## src/rtl/div_rep_sub_pkg.sv

```systemverilog
// Shared constants for the repeated-subtraction divider: default operand width
// and the 2-bit binary FSM state encodings.
package div_rep_sub_pkg;

  localparam int DEFAULT_WIDTH = 16;

  typedef logic [1:0] state_t;

  localparam state_t IDLE = 2'd0;
  localparam state_t LOAD = 2'd1;
  localparam state_t RUN  = 2'd2;
  localparam state_t DONE = 2'd3;

endpackage

```

## src/rtl/div_rep_sub_datapath.sv

```systemverilog
// Divider datapath: remainder, quotient and divisor registers with the
// subtractor, incrementer and comparator, steered by strobes from the FSM.
module div_rep_sub_datapath
  import div_rep_sub_pkg::*;
#(
  parameter int WIDTH = DEFAULT_WIDTH
) (
  input  logic             i_clk,
  input  logic             i_rst_n,
  input  logic             i_ld,
  input  logic             i_sub_en,
  input  logic             i_set_dbz,
  input  logic [WIDTH-1:0] i_dividend,
  input  logic [WIDTH-1:0] i_divisor,
  output logic             o_geq,
  output logic             o_bz,
  output logic [WIDTH-1:0] o_quotient,
  output logic [WIDTH-1:0] o_remainder,
  output logic             o_div_by_zero
);

  localparam logic [WIDTH-1:0] ONE = WIDTH'(1);

  logic [WIDTH-1:0] r_rem;
  logic [WIDTH-1:0] r_quot;
  logic [WIDTH-1:0] r_b;
  logic             r_dbz;
  logic [WIDTH-1:0] w_diff;
  logic [WIDTH-1:0] w_inc;

  // The subtract only commits when o_geq is true, so it never wraps.
  assign w_diff = r_rem - r_b;
  assign w_inc  = r_quot + ONE;
  assign o_geq  = (r_rem >= r_b);
  assign o_bz   = (r_b == '0);

  always_ff @(posedge i_clk or negedge i_rst_n) begin
    if (!i_rst_n) begin
      r_rem  <= '0;
      r_quot <= '0;
      r_b    <= '0;
      r_dbz  <= 1'b0;
    end else if (i_ld) begin
      r_rem  <= i_dividend;
      r_quot <= '0;
      r_b    <= i_divisor;
      r_dbz  <= 1'b0;
    end else if (i_set_dbz) begin
      r_quot <= '1;
      r_dbz  <= 1'b1;
    end else if (i_sub_en) begin
      r_rem  <= w_diff;
      r_quot <= w_inc;
    end
  end

  assign o_quotient    = r_quot;
  assign o_remainder   = r_rem;
  assign o_div_by_zero = r_dbz;

endmodule

```

## src/rtl/div_rep_sub.sv

```systemverilog
// Unsigned divider by repeated subtraction: FSM control around the datapath,
// start-pulse in, one-cycle done pulse out.
module div_rep_sub
  import div_rep_sub_pkg::*;
#(
  parameter int WIDTH = DEFAULT_WIDTH
) (
  input  logic             i_clk,
  input  logic             i_rst_n,
  input  logic             i_start,
  input  logic [WIDTH-1:0] i_dividend,
  input  logic [WIDTH-1:0] i_divisor,
  output logic             o_busy,
  output logic             o_done,
  output logic [WIDTH-1:0] o_quotient,
  output logic [WIDTH-1:0] o_remainder,
  output logic             o_div_by_zero
);

  state_t r_state;
  state_t w_next;
  logic   w_geq;
  logic   w_bz;
  logic   w_ld;
  logic   w_sub_en;
  logic   w_set_dbz;

  always_ff @(posedge i_clk or negedge i_rst_n) begin
    if (!i_rst_n) r_state <= IDLE;
    else          r_state <= w_next;
  end

  // A zero divisor takes priority over the compare so RUN exits immediately.
  always_comb begin
    w_next = r_state;
    case (r_state)
      IDLE:    if (i_start) w_next = LOAD;
      LOAD:    w_next = RUN;
      RUN:     if (w_bz || !w_geq) w_next = DONE;
      DONE:    w_next = IDLE;
      default: w_next = IDLE;
    endcase
  end

  assign w_ld      = (r_state == LOAD);
  assign w_set_dbz = (r_state == RUN) && w_bz;
  assign w_sub_en  = (r_state == RUN) && !w_bz && w_geq;

  assign o_busy = (r_state == LOAD) || (r_state == RUN);
  assign o_done = (r_state == DONE);

  div_rep_sub_datapath #(
    .WIDTH(WIDTH)
  ) u_datapath (
    .i_clk        (i_clk),
    .i_rst_n      (i_rst_n),
    .i_ld         (w_ld),
    .i_sub_en     (w_sub_en),
    .i_set_dbz    (w_set_dbz),
    .i_dividend   (i_dividend),
    .i_divisor    (i_divisor),
    .o_geq        (w_geq),
    .o_bz         (w_bz),
    .o_quotient   (o_quotient),
    .o_remainder  (o_remainder),
    .o_div_by_zero(o_div_by_zero)
  );

endmodule

```

## config.mk

```make
export PLATFORM = sky130hd
export DESIGN_NAME = div_rep_sub
export DESIGN_NICKNAME = d
export VERILOG_FILES = /design/src/rtl/div_rep_sub_pkg.sv /design/src/rtl/div_rep_sub_datapath.sv /design/src/rtl/div_rep_sub.sv
export SDC_FILE = /design/constraint.sdc
export NUM_CORES = 1
export LEC_CHECK = 0
export ABC_CLOCK_PERIOD_IN_PS = 5550
export CORE_MARGIN = 5
export CORE_UTILIZATION = 55
export CTS_CLUSTER_DIAMETER = 50
export CTS_CLUSTER_SIZE = 25
export DETAILED_ROUTE_END_ITERATION = 8
export GPL_TIMING_DRIVEN = 0
export PLACE_DENSITY = 0.83
export SETUP_SLACK_MARGIN = 0.3
export SLEW_MARGIN = 25
export SYNTH_ARGS = -nofsm -noshare
export SYNTH_HDL_FRONTEND = slang
export SYNTH_HIERARCHICAL = 1
export SYNTH_SLANG_ARGS = --single-unit
```

## constraint.sdc

```tcl
create_clock -name i_clk -period 5.55 [get_ports i_clk]
set_input_delay 1.3875 -clock i_clk [delete_from_list [all_inputs] [get_ports i_clk]]
set_output_delay 1.3875 -clock i_clk [all_outputs]
set_load 0.02 [all_outputs]
```

==> results of run 1 <==
-- power by group --
group,switching (mW),internal (mW)
Combinational,1.08,0.790
Sequential,0.105,0.509
Clock,0.125,0.102
-- area by class of cell --
type	count	area, µm²	share of cell area (%)
buffer	14	65.1	1.57
clock buffer	6	82.6	1.99
clock inverter	2	16.3	0.392
inverter	23	86.3	2.08
multi-input combinational	280	1840	44.4
sequential	51	1280	30.7
tap	75	93.8	2.26
timing repair buffer	69	688	16.6
-- synth_stat cells, types with 4 or more instances --
cell type / instances
dfrtp_1: 51
nand2_1: 44
a21oi_1: 38
o21ai_0: 27
ha_1: 22
inv_1: 22
nor2_1: 20
xor2_1: 12
xnor2_1: 10
nor3_1: 9
nor3b_1: 8
clkbuf_1: 7
nand2b_1: 7
nand4_1: 7
o21ai_1: 7
nand3_1: 5
a21o_1: 4
buf_1: 4
nor4_1: 4
o21a_1: 4
-- worst min-delay path, cell delays in order, from the launching register on --
cell	delay, ns
dfrtp_1	0.37
nor2_1	0.05
nor2_1	0.08
-- registers in the layout (all words and copies together) (netlist names) --
signal,cells
u_datapath/o_div_by_zero,1
r_state,2
u_datapath/r_b,16
u_datapath/o_remainder,16
u_datapath/o_quotient,16
-- per-layer routing --
layer  routed length [µm]  track usage (%)  vias up
li1                     -                -     1455
met3                  688             4.35       18
met4                  241             8.93        0
met2                 4300             40.6      118
met1                 3820             32.3     1447
met5                    0                0        -
-- metrics by stage --
stage / power (mW) / std cells / util (%)
2_1_floorplan: 1.92 / 368 / -
3_3_place_gp: 2.41 / 512 / 69.3
3_5_place_dp: 2.45 / 512 / 69.3
4_1_cts: 2.69 / 520 / 71.0
5_1_grt: 2.94 / 520 / 71.0
6_report: 2.72 / 520 / 71.0
-- kinds of logic (layout without fill, tap and decap cells) --
kind of cell               count (synthesis)  after routing  synth area share (%)
and+or+nand+nor                          119            119                  18.5
AOI/OAI and AO/OA                        109            109                  20.5
DFF                                       51             51                  39.0
buffers and inverters                     37            114                  4.63
adders and majority gates                 23             23                  9.02
xor gates and xnor gates                  22             22                  5.89
muxes                                      7              7                  2.41
-- worst paths after layout --
check,from,endpoint,slack [ns],depth (start not counted)
worst max-delay path,u_datapath/o_remainder[0],u_datapath/o_remainder[14],1.68,17
min in group asynchronous,i_rst_n,u_datapath/r_b[10],1.10,1
worst max register to register,u_datapath/o_remainder[0],u_datapath/o_remainder[14],1.68,17
worst min-delay path,u_datapath/o_div_by_zero,u_datapath/o_div_by_zero,0.53,2
worst min register to register,u_datapath/o_div_by_zero,u_datapath/o_div_by_zero,0.53,2
max in group asynchronous,i_rst_n,u_datapath/o_remainder[13],4.00,1
==> impl_metrics.json, run 1 <==
{
  "cts-root-buf": "clkbuf_8",
  "slowest_stage": "dfrtp_1",
  "post-route-drc-count": 0,
  "rsz0062_at_grt": "no",
  "grt_max_degree": 52,
  "hold_path.class": "reg -> reg",
  "yosys-top-cells-area": "dfrtp_1, ha_1, a21oi_1, nand2_1, o21ai_0",
  "die-width_um": 87.1,
  "tritoncts": "done",
  "yosysTopAreaCellShare_pct": 39.0,
  "portBuffers": 69,
  "async_flop_share_pct": 100,
  "crit_path_end_kind": "flop",
  "yosys_register_bits": 51,
  "maxSlewViolCount": 0,
  "clk-insertion-delay-late_ns": 0.30,
  "grt_pass1_wl_um": 14700,
  "syn_nets": 426,
  "cts_buffers": 5,
  "synth_edf_count": 0,
  "fin_nets": 502,
  "die_h_um": 87.1,
  "fmaxAchievable_ghz": 0.258,
  "antenna_found_initial": 0,
  "ctsHoldBuffers": 0,
  "num_io_pins": 70,
  "cts_sinks": 51,
  "cts.htree.levels": 2,
  "fin_crit_sh_pct": 69.7,
  "max_slew.worst_pin.slew_ns": 0.656,
  "post_cts_buffers": 0,
  "worstPathArrival_ns": 4.06,
  "start_util_pct": 55.9,
  "min_period_ns": 3.87,
  "drt_pass1_iterations": 4,
  "cp_cell_sequence": "inv_1, ha_1, fa_1, and2b_4, o31a_1, o21ai_1, a21boi_0, o2111ai_1, a21oi_1, and3b_2, buf_2, nand2_1, clkbuf_1, nand2_1, nor2_1, a21oi_1, o31ai_2",
  "fin_hold_ws_ns": 0.531,
  "status": "finished clean",
  "nFillCells": 482,
  "path_class": "reg -> reg",
  "core-area_mm2": 0.00585,
  "ys.flop_type": "dfrtp_1",
  "grt_pass1_vias": 3044,
  "hpwl_um": 6820,
  "antennaDiodeCount": 0,
  "syn_inst": 368,
  "worstPathRequired_ns": 5.74,
  "yosysWarnings": 6,
  "worst_slack_ns": 1.68,
  "design_area_mm2": 0.00415,
  "post_cts_resized": 0,
  "dieArea_mm2": 0.00759,
  "ys_seq_area_share_pct": 39.0,
  "ir_drop_mv": 0.400,
  "clk_path_buf_depth": 2,
  "drv_cap": 0,
  "finClkSkew_ns": 0.00733,
  "start_kind": "flop",
  "placed_area_mm2": 0.00405,
  "via_per_inst": 5.84,
  "overflow": 0,
  "grtUsageTotal_pct": 24.6,
  "avgSynthCellArea_um2": 8.89,
  "hold_violations": 0,
  "synthDistinctLibCells": 58,
  "final_cell_mix": "clkdlybuf4s50_1, dfrtp_1, nand2_1",
  "critPathMaxFanout": 10,
  "antenna_left": 0,
  "drive_above_1_share_pct": 6.52,
  "pre_cts_ws_ns": 1.75,
  "maxSlewHeadroom_pct": 56.2,
  "via_count": 3038,
  "setup-violations-final": 0,
  "synth_area_mm2": 0.00327,
  "rows": 28,
  "critical-path-max-stage-delay_ns": 0.38,
  "path_buf_inv": 3,
  "layout_commonest_cell": "clkdlybuf4s50_1",
  "leakage_nw": 1.76,
  "path_clk_slew_ns": 0.10,
  "area_growth_pct": 26.9,
  "wl_per_cell_um": 17.4,
  "routed_wl_um": 9050,
  "dr.first_iter.drc_count": 220,
  "worst_path_dominant_cell_family": "compound AO/OA/AOI/OAI gates",
  "gp_congestion": 0.946,
  "power_density_mw_per_mm2": 654,
  "tns_ns": 0,
  "synth_area_leader_cell": "dfrtp_1"
}
Note: power is estimated with default switching activity, not from simulation.
==> run 2, diff against run 1 <==
--- a/config.mk
+++ b/config.mk
@@ -5,14 +5,14 @@
 export SDC_FILE = /design/constraint.sdc
 export NUM_CORES = 1
 export LEC_CHECK = 0
-export ABC_CLOCK_PERIOD_IN_PS = 5550
+export ABC_CLOCK_PERIOD_IN_PS = 3450
 export CORE_MARGIN = 5
-export CORE_UTILIZATION = 55
+export CORE_UTILIZATION = 46
 export CTS_CLUSTER_DIAMETER = 50
 export CTS_CLUSTER_SIZE = 25
 export DETAILED_ROUTE_END_ITERATION = 8
 export GPL_TIMING_DRIVEN = 0
-export PLACE_DENSITY = 0.83
+export PLACE_DENSITY = 0.74
 export SETUP_SLACK_MARGIN = 0.3
 export SLEW_MARGIN = 25
 export SYNTH_ARGS = -nofsm -noshare
==> constraint.sdc (replaced) <==
create_clock -name i_clk -period 3.45 [get_ports i_clk]
set_input_delay 0.8625 -clock i_clk [delete_from_list [all_inputs] [get_ports i_clk]]
set_output_delay 0.8625 -clock i_clk [all_outputs]
set_load 0.02 [all_outputs]
==> run 2 against run 1 <==
Effect of this change:
- maximum frequency rose by 22%
- non-clock buffer count rose by 17
- hold slack improved by 0.0071 ns
- routed wire length rose by 4.0%
- worst setup slack got worse by 1.4 ns
- register-to-register slack got worse by 1.4 ns
- utilization fell by 6.0 points
- combinational power rose by 82%
- via count rose by 0.79%
- final area rose by 7.6%
- sequential power rose by 61%
==> impl_metrics.json, run 2 (synthesized netlist as in run 1, its figures left out) <==
{
  "status": "finished clean",
  "via_per_inst": 5.49,
  "critPathMaxFanout": 3,
  "path_class": "reg -> reg",
  "antennaDiodeCount": 0,
  "fin_nets": 519,
  "power_density_mw_per_mm2": 1070,
  "cts-root-buf": "clkbuf_8",
  "drive_above_1_share_pct": 14.9,
  "combPwrFrac_pct": 71.3,
  "core-area_mm2": 0.00687,
  "slowest_stage": "dfrtp_1",
  "worst_slack_ns": 0.285,
  "ir_drop_mv": 0.571,
  "critical-path-max-stage-delay_ns": 0.41,
  "nFillCells": 593,
  "placed_area_mm2": 0.00409,
  "multiInputGateArea_mm2": 0.00195,
  "design_area_mm2": 0.00447,
  "tritoncts": "done",
  "antenna_left": 0,
  "start_util_pct": 47.6,
  "ctsHoldBuffers": 0,
  "pwr-share-seq_pct": 20.7,
  "clk-insertion-delay-late_ns": 0.31,
  "p_switching_mw": 2.28,
  "sw_frac_of_total_pct": 47.7,
  "grt_pass1_wl_um": 14800,
  "grt_max_degree": 52,
  "intPower_mw": 2.50,
  "clk_path_buf_depth": 2,
  "hold_path.class": "reg -> reg",
  "cts_sinks": 51,
  "die_h_um": 94.3,
  "drv_cap": 0,
  "area_growth_pct": 36.5,
  "gp_congestion": 0.929,
  "p_clk_share_pct": 7.9,
  "setup-violations-final": 0,
  "min_period_ns": 3.16,
  "worstPathRequired_ns": 3.64,
  "hold_depth": 2,
  "grtUsageTotal_pct": 21.0,
  "overflow": 0,
  "fmaxAchievable_ghz": 0.316,
  "die-width_um": 94.3,
  "seq_area_mm2": 0.00128,
  "grt_pass1_vias": 3028,
  "wl_per_cell_um": 16.9,
  "crit_path_end_kind": "flop",
  "routed_wl_um": 9410,
  "fin_hold_ws_ns": 0.538,
  "maxSlewViolCount": 0,
  "final_cell_mix": "clkdlybuf4s50_1, dfrtp_1, nand2_1",
  "post-route-drc-count": 0,
  "rows": 30,
  "num_io_pins": 70,
  "worstPathArrival_ns": 3.36,
  "portBuffers": 69,
  "dieArea_mm2": 0.00890,
  "place_inst": 533,
  "cp_cell_sequence": "ha_2, fa_2, and2b_4, o31a_1, o21ai_2, a21boi_2, o2111ai_2, a21oi_2, and3b_2, buf_4, and4_4, and3_4, nor2b_4, xnor2_1, a21oi_1",
  "layout_commonest_cell": "clkdlybuf4s50_1",
  "maxSlewHeadroom_pct": 52.2,
  "drt_pass1_iterations": 4,
  "fin_crit_sh_pct": 91.7,
  "rsz0062_at_grt": "yes",
  "hold_violations": 0,
  "finClkSkew_ns": 0.00988,
  "start_kind": "flop",
  "cts.htree.levels": 2,
  "path_clk_slew_ns": 0.11,
  "worst-r2r-cell-count": 15,
  "via_count": 3062,
  "leakage_nw": 1.88,
  "dr.first_iter.drc_count": 211,
  "cts_buffers": 5,
  "final_cells": 558,
  "max_slew.worst_pin.slew_ns": 0.717,
  "antenna_found_initial": 0,
  "hpwl_um": 6650,
  "pre_cts_ws_ns": -0.331
}
## run 2: final timing paths
kind | from | end | slack (ns)
max in group asynchronous | i_rst_n | u_datapath/o_remainder[0] | 2.40
hold reg to reg | u_datapath/o_div_by_zero | u_datapath/o_div_by_zero | 0.54
setup / recovery | u_datapath/r_b[0] | u_datapath/o_quotient[14] | 0.29
min in group asynchronous | i_rst_n | u_datapath/o_remainder[3] | 0.56
hold / removal | u_datapath/o_div_by_zero | u_datapath/o_div_by_zero | 0.54
setup reg to reg | u_datapath/r_b[0] | u_datapath/o_quotient[14] | 0.29
## run 2: critical path, delay by kind of cell (launching register included)
| kind | cells | cell delay [ns] |
|---|---|---|
| simple gates | 5 | 1.02 |
| fa+ha+maj | 2 | 0.54 |
| flops | 1 | 0.41 |
| buf+inv | 1 | 0.11 |
| xor+xnor | 1 | 0.12 |
| compound gates | 6 | 0.84 |
## run 2: layer usage
layer	global-route usage [%]	wire [µm]
met1	28.5	4350
met2	34.4	4410
met3	4.38	481
met4	5.05	168
met5	0	0
## run 2: power by group through the flow
stage	clock [mW]	combinational [mW]	sequential, mW
2_1_floorplan	0	2.01	1.09
3_5_place_dp	0	2.93	1.00
6_report	0.379	3.41	0.991
5_1_grt	0.406	3.71	1.03
4_1_cts	0.386	3.15	0.989
3_3_place_gp	0	2.89	0.995
## run 2: stage by stage
stage	total power, mW	util, %	setup TNS (ns)
2_1_floorplan	3.10	-	0
5_1_grt	5.14	65.0	0
6_report	4.78	65.0	0
4_1_cts	4.53	63.3	0
3_3_place_gp	3.89	59.5	-5.59
3_5_place_dp	3.93	59.5	-2.84
## run 2: what timing repair did
| item | 4_1_cts | 5_1_grt |
|---|---|---|
| gates resized for setup | 21 | 15 |
| buffers inserted | 10 | 5 |
| gates cloned | 1 | 1 |
| endpoints found under the hold margin | 0 | 0 |
| pin swaps | 8 | 15 |
| setup endpoints to repair | 30 | 23 |
## run 2: area by class of cell
class	count	area share [%]
Multi-Input combinational cell	280	43.7
Sequential cell	51	28.6
Timing Repair Buffer	86	18.8
Tap cell	96	2.69
Buffer	14	2.07
Inverter	23	1.93
Clock buffer	5	1.54
Clock inverter	3	0.616
